File: config.mk
export PLATFORM = sky130hd
export DESIGN_NAME = nabp_shifter
export DESIGN_NICKNAME = d
export VERILOG_FILES = /design/src/rtl/nabp_shifter.sv
export SDC_FILE = /design/constraint.sdc
export NUM_CORES = 1
export LEC_CHECK = 0
export ABC_AREA = 1
export CAP_MARGIN = 20
export CORE_ASPECT_RATIO = 0.8
export CORE_MARGIN = 8
export CORE_UTILIZATION = 23
export DETAILED_ROUTE_END_ITERATION = 8
export GPL_ROUTABILITY_DRIVEN = 0
export SLEW_MARGIN = 20
export SYNTH_ARGS = -nofsm -noshare
export SYNTH_HDL_FRONTEND = slang
export SYNTH_SLANG_ARGS = --single-unit
File: constraint.sdc
create_clock -name clk -period 1.2 [get_ports clk]
set_input_delay 0.24 -clock clk [delete_from_list [all_inputs] [get_ports clk]]
set_output_delay 0.24 -clock clk [all_outputs]
set_load 0.05 [all_outputs]
File: src/rtl/nabp_shifter.sv
// Line-feed sequencer: issues one projection line of shifts to the mapper and
// collects the returned line-buffer words into an NUM_PE-deep shift register.
module nabp_shifter #(
  parameter int LINE_SIZE  = 256,
  parameter int DATA_WIDTH = 12,
  parameter int NUM_PE     = 8
) (
  input  logic                         clk,
  input  logic                         reset_n,
  input  logic                         sc_start,
  input  logic                         pe_stall,
  input  logic [DATA_WIDTH-1:0]        fr_data,
  output logic                         sh_ready,
  output logic                         sh_kick,
  output logic                         sh_shift_en,
  output logic                         sh_done,
  output logic [NUM_PE*DATA_WIDTH-1:0] sh_data,
  output logic                         sh_data_valid
);

  localparam int CNT_W = (LINE_SIZE > 1) ? $clog2(LINE_SIZE) : 1;
  localparam int SH_W  = NUM_PE * DATA_WIDTH;
  localparam logic [CNT_W-1:0] CNT_LAST = CNT_W'(LINE_SIZE - 1);

  typedef enum logic [2:0] {
    READY = 3'd0,
    KICK  = 3'd1,
    SHIFT = 3'd2,
    DRAIN = 3'd3,
    DONE  = 3'd4
  } state_e;

  state_e            state_q, state_d;
  logic [CNT_W-1:0]  cnt_q, cnt_d;
  logic              vld_p1_q, vld_p1_d;
  logic              vld_p2_q, vld_p2_d;
  logic [SH_W-1:0]   sh_data_q, sh_data_d;
  logic              shift_en;

  // Stage p0: sequencing and shift issue
  always_comb begin
    state_d  = state_q;
    cnt_d    = cnt_q;
    shift_en = 1'b0;
    case (state_q)
      READY: if (sc_start) state_d = KICK;
      KICK: begin
        cnt_d   = '0;
        state_d = SHIFT;
      end
      SHIFT: begin
        shift_en = !pe_stall;
        if (shift_en) begin
          cnt_d = cnt_q + CNT_W'(1);
          if (cnt_q == CNT_LAST) state_d = DRAIN;
        end
      end
      DRAIN:   state_d = DONE;
      DONE:    state_d = READY;
      default: state_d = READY;
    endcase
  end

  // Stage p1: the read issued last cycle returns; capture is never stalled
  always_comb begin
    vld_p1_d  = shift_en;
    vld_p2_d  = vld_p1_q;
    sh_data_d = sh_data_q;
    if (vld_p1_q) sh_data_d = (sh_data_q << DATA_WIDTH) | SH_W'(fr_data);
  end

  always_ff @(posedge clk) begin
    if (!reset_n) begin
      state_q   <= READY;
      cnt_q     <= '0;
      vld_p1_q  <= 1'b0;
      vld_p2_q  <= 1'b0;
      sh_data_q <= '0;
    end else begin
      state_q   <= state_d;
      cnt_q     <= cnt_d;
      vld_p1_q  <= vld_p1_d;
      vld_p2_q  <= vld_p2_d;
      sh_data_q <= sh_data_d;
    end
  end

  // Stage p2: registered/decoded outputs
  assign sh_ready      = (state_q == READY);
  assign sh_kick       = (state_q == KICK);
  assign sh_done       = (state_q == DONE);
  assign sh_shift_en   = shift_en;
  assign sh_data       = sh_data_q;
  assign sh_data_valid = vld_p2_q;

endmodule

==> run_results.csv, run 1 <==
group,metric,value,unit
cts,number_of_buffers_added_by_the_clock_tree_synthesis_step,9,
setup_path,worst_r2r_startpoint,"state_q[2]$_SDFFE_PN0P_",
sta,final_cycle_share,1.18,
global_route,grt_most_used_layer,"met2",
floorplanning,die_height,133,um
placed_design,post-place-ws,-241,ps
synth,synth-seq-cells,109,
global_route,track_usage,0.112,
final_layout,final.fill_count,1672,
final_layout,fin_cells,852,
sta,finalSetupViolCount,4,
floorplanning,die_x,163,um
detailed_routing,vias,3627,
final_layout,finalNetCount,639,
setup_path,endpoint_kind,"primary output",
synth,synth-edff-count,0,
detailed_routing,detailedRoute.firstPassIterationCount,4,
floorplanning,floorplan.initialDensity,0.232,
setup_path,timing.reg2reg.setup_slack,40,ps
synth,netlist_top_cells_area,"sky130_fd_sc_hd__dfxtp_1 55%, sky130_fd_sc_hd__nor2_1 20%, sky130_fd_sc_hd__o21ai_0 12%, sky130_fd_sc_hd__buf_6 2.0%, sky130_fd_sc_hd__nand2_1 1.8%",
placed_design,placement.io_buffers,116,
synth,syn_area,3960,um2
setup_path,cpPeakStageDelay,370,ps
global_route,met3_usage,0.0426,
cts,clock_tree.buffer_depth,2,
synth,post-synth-top-count-cell,"sky130_fd_sc_hd__nor2_1",
final_layout,drive_gt1_frac,0.368,
setup_path,worst_setup_path_start_kind,"flop",
setup_path,critical-path-top-delay-family,"flip-flops",
final_layout,fraction_of_the_core_area_covered_by_cells_at_the_end_of_the_flow,0.404,
synth,synth_common_cells,"207 x sky130_fd_sc_hd__nor2_1, 109 x sky130_fd_sc_hd__dfxtp_1, 95 x sky130_fd_sc_hd__o21ai_0",
setup_path,crit_arrival,1180,ps
sta,holdWs,158,ps
synth,synth_fa_ha_area_frac,0.00316,
pwr,power,9.25,mW
sta,hold_viol,0,
synth,synth_top_cell_by_area,"sky130_fd_sc_hd__dfxtp_1",
final_layout,final-seq-area,2270,um2
cts,clk_latency,360,ps
synth,yosysTopAreaCellShare,0.551,
min_path,hp-class,"in2reg",
synth,yosys.area_share.simple,0.246,
floorplanning,die-area,21700,um2
setup_path,ff2ff_path_depth,8,
setup_path,required_time_reported_for_the_critical_path_endpoint,960,ps
outcome,run_status,"finished with violations",
sta,max_slew_margin,0.750,
pwr,highest_ir_drop_seen_on_vdd,0.000546,V
sta,totalNegativeSetupSlack,-760,ps
min_path,timing.hold.worst_endpoint,"sh_data_valid$_SDFF_PN0_",
sta,rsz0062_at_grt,"yes",
sta,clock_skew,7.89,ps
sta,setup_ws,-219,ps
detailed_routing,drtIter0Drc,163,
synth,share_of_flip_flops_with_an_asynchronous_set_or_reset,0,
placed_design,placed_cells_incl_taps,831,
floorplanning,ioPinCount,117,
global_route,first_global_vias,3421,
final_layout,fin_area,6910,um2
setup_path,critical_path_class,"reg2out",
final_layout,diodes_inserted,0,
detailed_routing,wl_per_cell,14.5,um
global_route,grt_antenna_before_repair,0,
synth,post_synth.cell_area_avg,7.86,um2
detailed_routing,route.detailed.drc,0,
flow_run,max_cap_viol_count,0,
cts,holdBufCountCts,0,
min_path,worstHoldStart,"reset_n",
cts,cts_tree,"built",
floorplanning,fp-row-count,43,
global_route,grtUsageMet2,0.168,
global_route,grt_max_degree,89,
placed_design,place.detailed.hpwl,8680,um
synth,synthesis.yosys.warnings,0,
placed_design,placed_area,6400,um2
global_route,grt_first_pass_wirelength,19300,um
pwr,static-leakage-power,3.08,nW
synth,synth_compound_area_frac,0.135,
synth,synth-xor-area-share,0,
final_layout,areaGrowthSynthToFinish,74.3,%
setup_path,crit_path_max_fanout,3,
detailed_routing,antenna_left,0,
synth,synth_seq_area_share,0.551,
cts,clock_h_tree_levels,3,
detailed_routing,post_drt_via_cell_ratio,4.26,
synth,synthMuxAreaShare,0,
synth,synthCells,504,
synth,synth.net_count,521,
synth,synth_cell_type_count,23,
detailed_routing,finalWirelength,12400,um
cts,clock_tree.root_cell,"sky130_fd_sc_hd__clkbuf_16",
sta,tightest_slew,375,ps
setup_path,critical_path_buf_inv_count,2,
global_route,groute.layer.met1.usage,0.147,
outcome,failing_checks,"negative setup slack",
cts,cts.clk_slew.worst_paths,80,ps
sta,period_needed,1420,ps
floorplanning,placeableCoreArea,17100,um2
cts,cts_num_sinks,109,
global_route,grt_remaining_overflow,0,
setup_path,crit_path_cell_chain,"buf_6 > nor3_4 > buf_12",
setup_path,reg2reg_to,"cnt_q[7]$_SDFFE_PN0P_",
synth,synth_top_family_by_area,"simple AND/OR/NAND/NOR gates",
pwr,powerDensity,1340,nW/um2
sta,max_freq,705,MHz
min_path,hold-path-cell-count,3,
synth,ys.flop_type,"sky130_fd_sc_hd__dfxtp_1",
setup_path,critPathSlowestCell,"sky130_fd_sc_hd__dfxtp_4",
sta,report.final.slew_viol_count,0,
final_layout,multi_input_comb_area,1610,um2
==> power breakdown <==
group	internal [mW]	switching [mW]	leakage [nW]	total (mW)
combinational	1.01	1.20	2.03	2.21
clock	1.47	1.48	0.144	2.95
sequential	3.83	0.263	0.915	4.10
==> worst min-delay path: cells and delay by family <==
family	cells	cell delay (ps)
buffers and inverters	2	180
and+or+nand+nor	1	60
==> final cells by class <==
class	instances	area share
Timing Repair Buffer	139	0.346
Clock inverter	7	0.00960
Clock buffer	9	0.0326
Multi-Input combinational cell	348	0.232
Tap cell	225	0.0408
Sequential cell	109	0.329
Inverter	15	0.00960
==> registers in the layout (all words and copies together) (netlist names) <==
name / flops
sh_data: 96
cnt_q: 8
state_q: 3
sh_data_valid: 1
vld_p1_q: 1
==> per-layer routing <==
metal  vias to the layer above  part of all wire
li1                       1841                 -
met1                      1689              0.48
met2                        87              0.45
met3                        10             0.066
met4                         0             0.010
met5                         -                 0
==> how the worst max path moves through the flow <==
stage	from	end	slack [ps]	depth (start not counted)
2_1_floorplan	state_q[2]$_SDFFE_PN0P_	state_q[0]$_SDFFE_PN0P_	-180	4
3_5_place_dp	pe_stall	cnt_q[5]$_SDFFE_PN0P_	-240	8
5_1_grt	state_q[0]$_SDFFE_PN0P_	sh_ready	-270	3
4_1_cts	state_q[0]$_SDFFE_PN0P_	sh_ready	-240	3
6_report	state_q[0]$_SDFFE_PN0P_	sh_ready	-220	3
3_3_place_gp	pe_stall	cnt_q[7]$_SDFFE_PN0P_	-190	7
==> cell families (layout without fill, tap and decap cells) <==
logic type      count (synthesis)  count (layout)
simple gates                  241             242
flops                         109             109
compound gates                105             105
buf+inv                        48             170
fa+ha+maj                       1               1
==> timing repair <==
item                                    CTS  global route
endpoints found under the setup margin   24            57
cloned                                    0             1
gates resized for setup                  34            59
setup buffers                             1             3
pin swaps                                 3             4
==> cell usage in the layout, fill, tap and decap left out, types with 2 or more instances in the layout <==
| master | n |
|---|---|
| sky130_fd_sc_hd__nand3_4 | 3 |
| sky130_fd_sc_hd__dfxtp_4 | 5 |
| sky130_fd_sc_hd__buf_12 | 104 |
| sky130_fd_sc_hd__nor2_1 | 207 |
| sky130_fd_sc_hd__nand2_2 | 3 |
| sky130_fd_sc_hd__o21ai_1 | 5 |
| sky130_fd_sc_hd__inv_1 | 8 |
| sky130_fd_sc_hd__buf_4 | 17 |
| sky130_fd_sc_hd__nand3_2 | 4 |
| sky130_fd_sc_hd__inv_4 | 2 |
| sky130_fd_sc_hd__dfxtp_2 | 59 |
| sky130_fd_sc_hd__nor3_4 | 3 |
| sky130_fd_sc_hd__nand2_1 | 16 |
| sky130_fd_sc_hd__dfxtp_1 | 45 |
| sky130_fd_sc_hd__inv_8 | 2 |
| sky130_fd_sc_hd__inv_2 | 4 |
| sky130_fd_sc_hd__o21ai_0 | 93 |
| sky130_fd_sc_hd__buf_6 | 3 |
| sky130_fd_sc_hd__inv_6 | 3 |
| sky130_fd_sc_hd__clkdlybuf4s50_1 | 14 |
| sky130_fd_sc_hd__clkinv_4 | 3 |
| sky130_fd_sc_hd__clkbuf_16 | 9 |
| sky130_fd_sc_hd__a21oi_1 | 5 |
(Power assumes the default switching activity.)
==> run 2, diff against run 1 <==
Settings changed: CORE_UTILIZATION 23 to 47, PLACE_DENSITY from default to 0.81.
==> run 2 against run 1 <==
  * The run still ends with negative setup slack left
  * Fmax shrank 5.5%
  * Global-route usage grew 10 points
  * Non-clock buffer count is the same
  * Clock power shrank 28%
  * Sequential share of layout area grew 1.4 points
  * Worst hold slack gained 30 ps
  * Sequential power grew 1%
  * Sequential cell count is the same
  * Setup slack lost 83 ps
  * Combinational power grew 6%
==> run_results.csv, run 2 (synthesis results as in run 1) <==
group,metric,value,unit
outcome,run_status,"finished with violations",
outcome,failing_checks,"negative setup slack",
pwr,static-leakage-power,3.07,nW
detailed_routing,route.detailed.drc,0,
sta,period_needed,1500,ps
final_layout,flip_flop_count_of_the_largest_register_after_layout,96,
flow_run,max_cap_viol_count,0,
setup_path,crit_path_max_fanout,5,
cts,clock_h_tree_levels,3,
detailed_routing,detailedRoute.firstPassIterationCount,5,
pwr,power,8.61,mW
setup_path,timing.reg2reg.setup_slack,-280,ps
cts,number_of_buffers_added_by_the_clock_tree_synthesis_step,9,
pwr,highest_ir_drop_seen_on_vdd,0.000843,V
detailed_routing,drtIter0Drc,272,
detailed_routing,post_drt_via_cell_ratio,5.41,
global_route,grt_remaining_overflow,0,
floorplanning,floorplan.initialDensity,0.476,
global_route,track_usage,0.216,
placed_design,place.detailed.hpwl,9090,um
final_layout,fin_area,6750,um2
global_route,grt_max_degree,70,
global_route,grt_antenna_before_repair,0,
placed_design,placement.io_buffers,116,
setup_path,critical_path_class,"reg2out",
placed_design,post-place-ws,-315,ps
floorplanning,placeableCoreArea,8330,um2
sta,max_slew_margin,0.769,
cts,cts_tree,"built",
sta,rsz0062_at_grt,"yes",
setup_path,ff2ff_path_depth,8,
sta,report.final.slew_viol_count,0,
setup_path,worst_setup_path_start_kind,"flop",
setup_path,reg2reg_to,"cnt_q[1]$_SDFFE_PN0P_",
sta,finalSetupViolCount,15,
setup_path,startpoint,"state_q[1]$_SDFFE_PN0P_",
min_path,hp-class,"in2reg",
cts,clk_latency,390,ps
cts,cts.clk_slew.worst_paths,130,ps
detailed_routing,antenna_left,0,
min_path,hold-path-cell-count,3,
cts,cts_num_sinks,109,
cts,clock_tree.buffer_depth,2,
final_layout,multi_input_comb_area,1650,um2
setup_path,endpoint_kind,"primary output",
placed_design,placed_area,6200,um2
floorplanning,fp-row-count,30,
sta,tightest_slew,347,ps
setup_path,required_time_reported_for_the_critical_path_endpoint,960,ps
sta,max_freq,666,MHz
sta,holdWs,188,ps
final_layout,final_common_cell,"sky130_fd_sc_hd__nor2_1",
setup_path,worst_r2r_startpoint,"state_q[1]$_SDFFE_PN0P_",
sta,setup_ws,-301,ps
floorplanning,ioPinCount,117,
detailed_routing,vias,3997,
detailed_routing,finalWirelength,13900,um
cts,holdBufCountCts,0,
sta,clock_skew,27.8,ps
final_layout,diodes_inserted,0,
final_layout,finalNetCount,639,
final_layout,fin_cells,739,
min_path,timing.hold.worst_endpoint,"state_q[0]$_SDFFE_PN0P_",
global_route,first_global_vias,3875,
detailed_routing,wl_per_cell,18.8,um
floorplanning,die-area,11600,um2
sta,final_cycle_share,1.25,
pwr,powerDensity,1280,nW/um2
final_layout,final-seq-area,2320,um2
floorplanning,die_height,98.1,um
placed_design,placed_cells_incl_taps,710,
final_layout,final.fill_count,455,
final_layout,final_cell_mix,"206 x sky130_fd_sc_hd__nor2_1, 104 x sky130_fd_sc_hd__buf_12, 93 x sky130_fd_sc_hd__o21ai_0, 87 x sky130_fd_sc_hd__dfxtp_2, 16 x sky130_fd_sc_hd__buf_4",
sta,hold_viol,0,
cts,clock_tree.root_cell,"sky130_fd_sc_hd__clkbuf_8",
min_path,worstHoldStart,"reset_n",
floorplanning,die_x,119,um
setup_path,crit_arrival,1260,ps
global_route,grt_first_pass_wirelength,20400,um
final_layout,drive_gt1_frac,0.424,
final_layout,areaGrowthSynthToFinish,70.4,%
## run 2: changes by cell type in the layout (fill, tap and decap cells not counted), sizes merged
cell | previous run | this run
clkinv | 3 | 1
clkinvlp | 0 | 2
## run 2: power breakdown
| group | internal [mW] | switching [mW] |
|---|---|---|
| logic | 1.05 | 1.29 |
| clock network | 0.783 | 1.34 |
| registers | 3.85 | 0.300 |
## run 2: how the worst max path moves through the flow
stage,cells past startpoint,end
5_1_grt,4,sh_shift_en
3_5_place_dp,7,cnt_q[5]$_SDFFE_PN0P_
2_1_floorplan,4,state_q[0]$_SDFFE_PN0P_
6_report,4,sh_shift_en
3_3_place_gp,7,cnt_q[7]$_SDFFE_PN0P_
4_1_cts,4,sh_shift_en
## run 2: layout make-up
cell class,count,share of cell area
clock buffer,9,0.0183
clock inverter,7,0.00815
inverter,15,0.00982
multi-input combinational,348,0.245
sequential,109,0.343
tap,112,0.0208
timing repair buffer,139,0.355
## run 2: critical path, stage by stage (launching register included)
cell,delay (ps)
sky130_fd_sc_hd__dfxtp_4,430
sky130_fd_sc_hd__buf_4,150
sky130_fd_sc_hd__nand3_4,80
sky130_fd_sc_hd__inv_2,80
sky130_fd_sc_hd__buf_12,130
## run 2: what timing repair did
| action | in CTS | in global routing |
|---|---|---|
| setup buffers | 4 | 8 |
| pin swaps | 4 | 9 |
| gates cloned | 0 | 1 |
| setup endpoints to repair | 66 | 55 |
| resized for setup | 72 | 65 |
## run 2: metrics by stage
step	util	TNS [ps]
floorplan	-	-424
CTS	0.782	-1520
finish	0.810	-2560
global route	0.810	-3090
detailed placement	0.744	-2110
global placement	0.744	-1040
## run 2: layer usage
metal / GRT usage / vias up / share of wire
met2: 0.361 / 209 / 0.49
met1: 0.245 / 1903 / 0.38
met4: 0.0999 / 0 / 0.041
met3: 0.0744 / 47 / 0.085
met5: 0 / - / 0
li1: - / 1838 / -
